==> src/rtl/seq_timing_pkg.sv <==
// Shared types and defaults for the sequential-timing receiver blocks.
package seq_timing_pkg;

  typedef enum logic [1:0] {
    ST_EMPTY,
    ST_ONE,
    ST_FULL
  } skid_state_t;

  localparam int DEFAULT_WIDTH = 8;

endpackage : seq_timing_pkg

==> src/rtl/seq_timing_wrap_counter.sv <==
// Free-running CNT_W-bit event counter; wraps silently to zero.
module seq_timing_wrap_counter #(
  parameter int CNT_W = 16
) (
  input  logic             clk,
  input  logic             rst_n,
  input  logic             inc,
  output logic [CNT_W-1:0] count
);

  logic [CNT_W-1:0] count_q;
  logic [CNT_W-1:0] count_d;

  // Next count: add one per event, natural overflow gives the wrap.
  always_comb begin
    count_d = count_q;
    if (inc) begin
      count_d = count_q + CNT_W'(1);
    end
  end

  // Count register with asynchronous clear.
  always_ff @(posedge clk or negedge rst_n) begin
    if (!rst_n) begin
      count_q <= '0;
    end else begin
      count_q <= count_d;
    end
  end

  assign count = count_q;

endmodule : seq_timing_wrap_counter

==> src/rtl/seq_timing_skid_rx.sv <==
// Valid/ready receiver stage with a 2-entry skid buffer (head + skid),
// registered in_ready, delivered-word counter and sticky overflow flag.
module seq_timing_skid_rx
  import seq_timing_pkg::*;
#(
  parameter int WIDTH = DEFAULT_WIDTH,
  parameter int CNT_W = 16
) (
  input  logic             clk,
  input  logic             rst_n,
  input  logic             in_valid,
  input  logic [WIDTH-1:0] in_data,
  output logic             in_ready,
  output logic             out_valid,
  output logic [WIDTH-1:0] out_data,
  input  logic             out_ready,
  output logic [CNT_W-1:0] xfer_count,
  output logic             overflow_err
);

  skid_state_t      state_q, state_d;
  logic             in_ready_q, in_ready_d;
  logic [WIDTH-1:0] head_q, head_d;
  logic [WIDTH-1:0] skid_q, skid_d;
  logic             overflow_q, overflow_d;
  logic             in_fire;
  logic             out_fire;

  assign out_valid = (state_q != ST_EMPTY);
  assign in_fire   = in_valid & in_ready_q;
  assign out_fire  = out_valid & out_ready;

  // Next-state, buffer steering, registered-ready and overflow decode.
  always_comb begin
    state_d    = state_q;
    head_d     = head_q;
    skid_d     = skid_q;
    unique case (state_q)
      ST_EMPTY: begin
        if (in_fire) begin
          head_d  = in_data;
          state_d = ST_ONE;
        end
      end
      ST_ONE: begin
        if (in_fire && out_fire) begin
          head_d = in_data;
        end else if (in_fire) begin
          skid_d  = in_data;
          state_d = ST_FULL;
        end else if (out_fire) begin
          state_d = ST_EMPTY;
        end
      end
      ST_FULL: begin
        if (out_fire) begin
          head_d  = skid_q;
          state_d = ST_ONE;
        end
      end
      default: begin
        state_d = ST_EMPTY;
      end
    endcase
    in_ready_d = (state_d != ST_FULL);
    // in_ready is low only in FULL or in the first cycle after reset;
    // qualifying with FULL excludes that post-reset cycle.
    overflow_d = overflow_q | (in_valid & ~in_ready_q & (state_q == ST_FULL));
  end

  // All buffer state, cleared asynchronously.
  always_ff @(posedge clk or negedge rst_n) begin
    if (!rst_n) begin
      state_q    <= ST_EMPTY;
      in_ready_q <= 1'b0;
      head_q     <= '0;
      skid_q     <= '0;
      overflow_q <= 1'b0;
    end else begin
      state_q    <= state_d;
      in_ready_q <= in_ready_d;
      head_q     <= head_d;
      skid_q     <= skid_d;
      overflow_q <= overflow_d;
    end
  end

  seq_timing_wrap_counter #(
    .CNT_W(CNT_W)
  ) u_xfer_cnt (
    .clk  (clk),
    .rst_n(rst_n),
    .inc  (out_fire),
    .count(xfer_count)
  );

  assign in_ready     = in_ready_q;
  assign out_data     = head_q;
  assign overflow_err = overflow_q;

endmodule : seq_timing_skid_rx
==> config.mk <==
export PLATFORM = sky130hd
export DESIGN_NAME = seq_timing_skid_rx
export DESIGN_NICKNAME = d
export VERILOG_FILES = /design/src/rtl/seq_timing_pkg.sv /design/src/rtl/seq_timing_wrap_counter.sv /design/src/rtl/seq_timing_skid_rx.sv
export SDC_FILE = /design/constraint.sdc
export NUM_CORES = 1
export LEC_CHECK = 0
export CAP_MARGIN = 30
export CELL_PAD_IN_SITES_DETAIL_PLACEMENT = 1
export CELL_PAD_IN_SITES_GLOBAL_PLACEMENT = 1
export CORE_ASPECT_RATIO = 2
export CORE_UTILIZATION = 40
export DETAILED_ROUTE_END_ITERATION = 7
export GPL_TIMING_DRIVEN = 0
export PLACE_DENSITY_LB_ADDON = 0.1
export SYNTH_ARGS = -nofsm -noshare
export SYNTH_HDL_FRONTEND = slang
export SYNTH_SLANG_ARGS = --single-unit
==> constraint.sdc <==
create_clock -name clk -period 3.5 [get_ports clk]
set_clock_uncertainty 0.1 [all_clocks]
set_input_delay 0.7 -clock clk [delete_from_list [all_inputs] [get_ports clk]]
set_output_delay 0.7 -clock clk [all_outputs]
set_load 0.01 [all_outputs]
# Word-level counts from Yosys, hierarchy flattened
# Cells that the tools add are included.
# word_totals
reg_bits,36
latchBits,0
mem_bits_rw,0
rom_bits,0
output_inout_bits,27
elab_cells,36
n_memories,0
# op_classes
addsub,1
n_mul,0
div,0
n_lt_le_gt_ge,0
eq_ne,6
shift,0
n_mux,10
bitwise_logic,7
n_reduce_logical,6
# op_table
cell,count
two-way mux 8 bit,3
one-hot mux 8 bit (3 select lines),1
adder 16 x 1 -> 16 bit (second input constant),1
two-way mux 2 bit,5
inequality test 2 bit (second input constant),4
one-hot mux 2 bit (3 select lines),1
bitwise AND 1 bit,4
AND reduction 4 bit,1
AND reduction 3 bit,1
nonzero test 3 bit,1
equality test 2 x 1 -> 1 bit (second input constant),1
equality test 2 bit (second input constant),1
zero test 2 bit,1
inverter 1 bit,2
nonzero test 2 bit,1
logical AND 1 bit,1
OR 1 bit,1

# Longest topological paths before layout
# depth
depth_word,7
mapped_depth,6
mapped_depth_nobuf,5

# By module
# A second synthesis with hierarchy kept.
# hier_totals
cells_unflattened,120
hier_area_um2,1597.8
# by_module_without_submodules
mod,instances,cells_each,area_each_um2,seq_area_each_um2
seq_timing_skid_rx,1,64,902.1,500.5
seq_timing_wrap_counter,1,56,695.7,400.4

# Worst setup path before layout
# Ideal clock, no wire load.
# synth_path
path_kind,input port to flip-flop
startpoint,input out_ready
endpoint,register skid_q[0]
arrival_time_ns,1.593
slack_ns,1.682
stages,4
path_buffers,1
cell_sequence,nor2b_1 > and2_1 > buf_2 > mux2_2
# synth_between
elab_chain_len,4
# synth_rtl
item,line,source
start: declaration,seq_timing_skid_rx.sv:16,"input logic out_ready,"
bitwise AND 1 bit,seq_timing_skid_rx.sv:31,assign out_fire = out_valid & out_ready;
logical AND 1 bit,seq_timing_skid_rx.sv:46,if (in_fire && out_fire) begin
inverter 1 bit (no line),--,
AND reduction 3 bit (no line),--,
end signal: assignment,seq_timing_skid_rx.sv:83,skid_q <= skid_d;
end: declaration,seq_timing_skid_rx.sv:24,"logic [WIDTH-1:0] skid_q, skid_d;"
# Every way passes these cells.
# A chain may end at the register's enable or synchronous reset.

# Worst setup path in the final report
# layout_path
startpoint,register state_q[1]
endpoint,output out_valid
# layout_between
elab_chain_len,1
# layout_rtl
item,line,source
start: declaration,seq_timing_skid_rx.sv:21,"skid_state_t state_q, state_d;"
start signal: assignment,seq_timing_skid_rx.sv:80,state_q <= state_d;
nonzero test 2 bit,seq_timing_skid_rx.sv:29,assign out_valid = (state_q != ST_EMPTY);
end: declaration,seq_timing_skid_rx.sv:14,"output logic out_valid,"
# Every way passes these cells.

==> impl_metrics.tcl <==
set metrics [dict create \
    cp-end-kind "primary output" \
    syn_avg_cell_area_um2 11.07 \
    hold_ws_ns 0.3701 \
    h-tree-depth 2 \
    cp.required_ns 2.70 \
    wl_per_cell_um 16.40 \
    grt_max_degree 37 \
    start_util_pct 42.06 \
    max_freq_mhz 417.8 \
    routabilityCongestion 0.7358 \
    cts_tree "built" \
    ir_drop_uv 418.2 \
    synth_top_cell_area_share_pct 55.73 \
    initialDrtViolationCount 5 \
    synth_largest_area_cell "dfrtp_1" \
    core_area_um2 3844 \
    finalCritPeriodShare_pct 68.39 \
    hold_path.class "flip-flop to flip-flop" \
    async_reset_ff_share_pct 100.0 \
    rows 32 \
    cts_root_buffer "clkbuf_8" \
    ys_seq_area_share_pct 55.73 \
    cpPeakStageDelay_ns 0.48 \
    grt_pass1_vias 1343 \
    synth_edf_count 0 \
    crit_path_start_kind "flip-flop" \
    hold_viol_final 0 \
    grt_remaining_overflow 0 \
    cp_slowest_cell "clkdlybuf4s50_1" \
    slew_headroom_pct 45.54 \
    firstDrtPassIters 4 \
    ys_top_cells_by_area "dfrtp_1 (56%), nand2_1 (5.8%), mux2_2 (5.6%), xor2_1 (4.3%), xnor2_1 (3.8%)" \
    die-area_um2 4315 \
    setup_violations 0 \
    power_frac_seq_pct 44.2 \
    arrival_ns 1.59 \
    outcome "finished clean" \
    post_synth_instance_area_um2 1617 \
    num_vias 1254 \
    cts_resized 0 \
    clk_latency_ns 0.28 \
    yosysWarnings 0 \
    cts_inserted_buffers 5 \
    cts_setup_buffers 0 \
    ys_ff_latch 36 \
    clkTransAtPathRegs_ns 0.07 \
    grt_pass1_wl_um 6651 \
    die_y_um 91.91 \
    critPathKind "flip-flop to primary output" \
    track_usage_pct 21.68 \
    maxCapViolations 0 \
    port_buffers 38 \
    rsz0062_at_grt "false" \
    cts_num_sinks 36 \
    nNetsFinal 204 \
    slew_viol_final 0 \
    hpwl_um 3071 \
    clockBufferDepth 2 \
    fin_util_pct 55.99 \
    tightest_slew_ns 0.8169 \
    synthFlopType "dfrtp_1" \
    p_leak_uw 0.0009557 \
    pin_count 39 \
    p_int_uw 1021 \
    finalSetupTns_ns 0 \
    crit_chain "buf_4 > or2_2 > clkdlybuf4s50_1" \
    syn-num-nets 159 \
    antenna_cells 0 \
    post-route-min-period_ns 2.394 \
    syn_inst 146 \
    ys_top_cells_by_count "dfrtp_1 (36), nand2_1 (25), nor2_1 (12)" \
    p_comb_share_pct 35.0 \
    post-synth-top-count-cell "dfrtp_1" \
    syn_to_final_growth_pct 33.13 \
    switching_share_pct 32.73 \
    clkPwrFrac_pct 20.8 \
    p_sw_uw 496.8 \
    ant_nets 0 \
    antenna_found_initial 0 \
    drc 0 \
    drive_gt1_share_pct 14.66 \
    viasPerCell 5.182 \
    ys_types 34 \
    wl_um 3969 \
    die_x_um 46.95 \
    cts_hold_buf 0 \
    critPathMaxFanout 10 \
    pwr_density_cell_nw_per_um2 705.4 \
]
## final cells by class
class,count,area [µm²]
Inverter,3,11.26
Timing Repair Buffer,38,375.4
Fill cell,436,1692
Clock buffer,7,96.34
Buffer,5,25.02
Sequential cell,36,900.9
Tap cell,51,63.81
Multi-Input combinational cell,102,679.4
## cells by family after synthesis
logic type	Yosys count	share of synthesized area (%)
buffers and inverters	8	2.245
and+or+nand+nor	63	20.28
AOI/OAI and AO/OA	14	6.657
DFF	36	55.73
muxes	9	6.192
adders and majority gates	1	0.7739
xor gates and xnor gates	15	8.127
## flip-flops by register name, summed over array words and instances (netlist names)
| register | count |
|---|---|
| out_data | 8 |
| u_xfer_cnt.count | 16 |
| state_q | 2 |
| in_ready | 1 |
| overflow_err | 1 |
| skid_q | 8 |
## final timing paths
| kind | end | startpoint | slack (ns) | depth (start not counted) |
|---|---|---|---|---|
| hold reg to reg | overflow_err$_DFF_PN0_ | overflow_err$_DFF_PN0_ | 0.37 | 1 |
| min in group asynchronous | u_xfer_cnt.count[15]$_DFFE_PN0P_ | rst_n | 0.40 | 1 |
| max in group asynchronous | skid_q[2]$_DFFE_PN0P_ | rst_n | 2.37 | 1 |
| setup reg to reg | skid_q[1]$_DFFE_PN0P_ | state_q[0]$_DFF_PN0_ | 1.67 | 4 |
| setup / recovery | out_valid | state_q[1]$_DFF_PN0_ | 1.11 | 3 |
| hold / removal | overflow_err$_DFF_PN0_ | overflow_err$_DFF_PN0_ | 0.37 | 1 |
## metal layers
metal | track usage (%) | vias to the layer above | share of wire (%)
met5 | 0 | - | 0
met4 | 8.571 | 0 | 2.7
met3 | 3.543 | 9 | 2.7
met2 | 40.16 | 32 | 60
met1 | 21.89 | 628 | 34
li1 | - | 585 | -
## cell usage in the layout (no fill, tap or decap), types with 3 or more instances in the layout
cell type        synthesis  final
buf_2                    2      3
clkdlybuf4s50_1          0     37
nor2_1                  12     12
inv_1                    3      3
xor2_1                   8      8
nand4_1                  4      4
nand3_1                  5      5
nand2_1                 25     25
clkbuf_8                 0      7
mux2_2                   8      8
a31oi_1                  8      8
xnor2_1                  7      7
dfrtp_1                 36     36
## power groups by stage
stage	Combinational (µW)	Sequential, µW	Clock (µW)
after global routing	578	688	344
after floorplan	232	687	0
final	531	670	316
after detailed placement	540	676	0
after CTS	540	669	328
after global placement	504	660	0
## per-stage QoR
stage	cell area, µm²	total power [µW]	setup slack [ns]	std cells
finish	2152	1518	1.106	242
floorplan	1617	919.1	1.682	146
CTS	2152	1538	1.090	242
detailed placement	2056	1216	0.8667	235
global placement	2061	1164	0.8952	235
global route	2152	1610	1.040	242
## worst max-delay path, delay by kind of cell (launching register included)
family	cells	cell delay (ns)
AND/OR/NAND/NOR	1	0.31
flip-flops	1	0.36
buffers and inverters	2	0.65
Power figures use the tool's default switching activity.
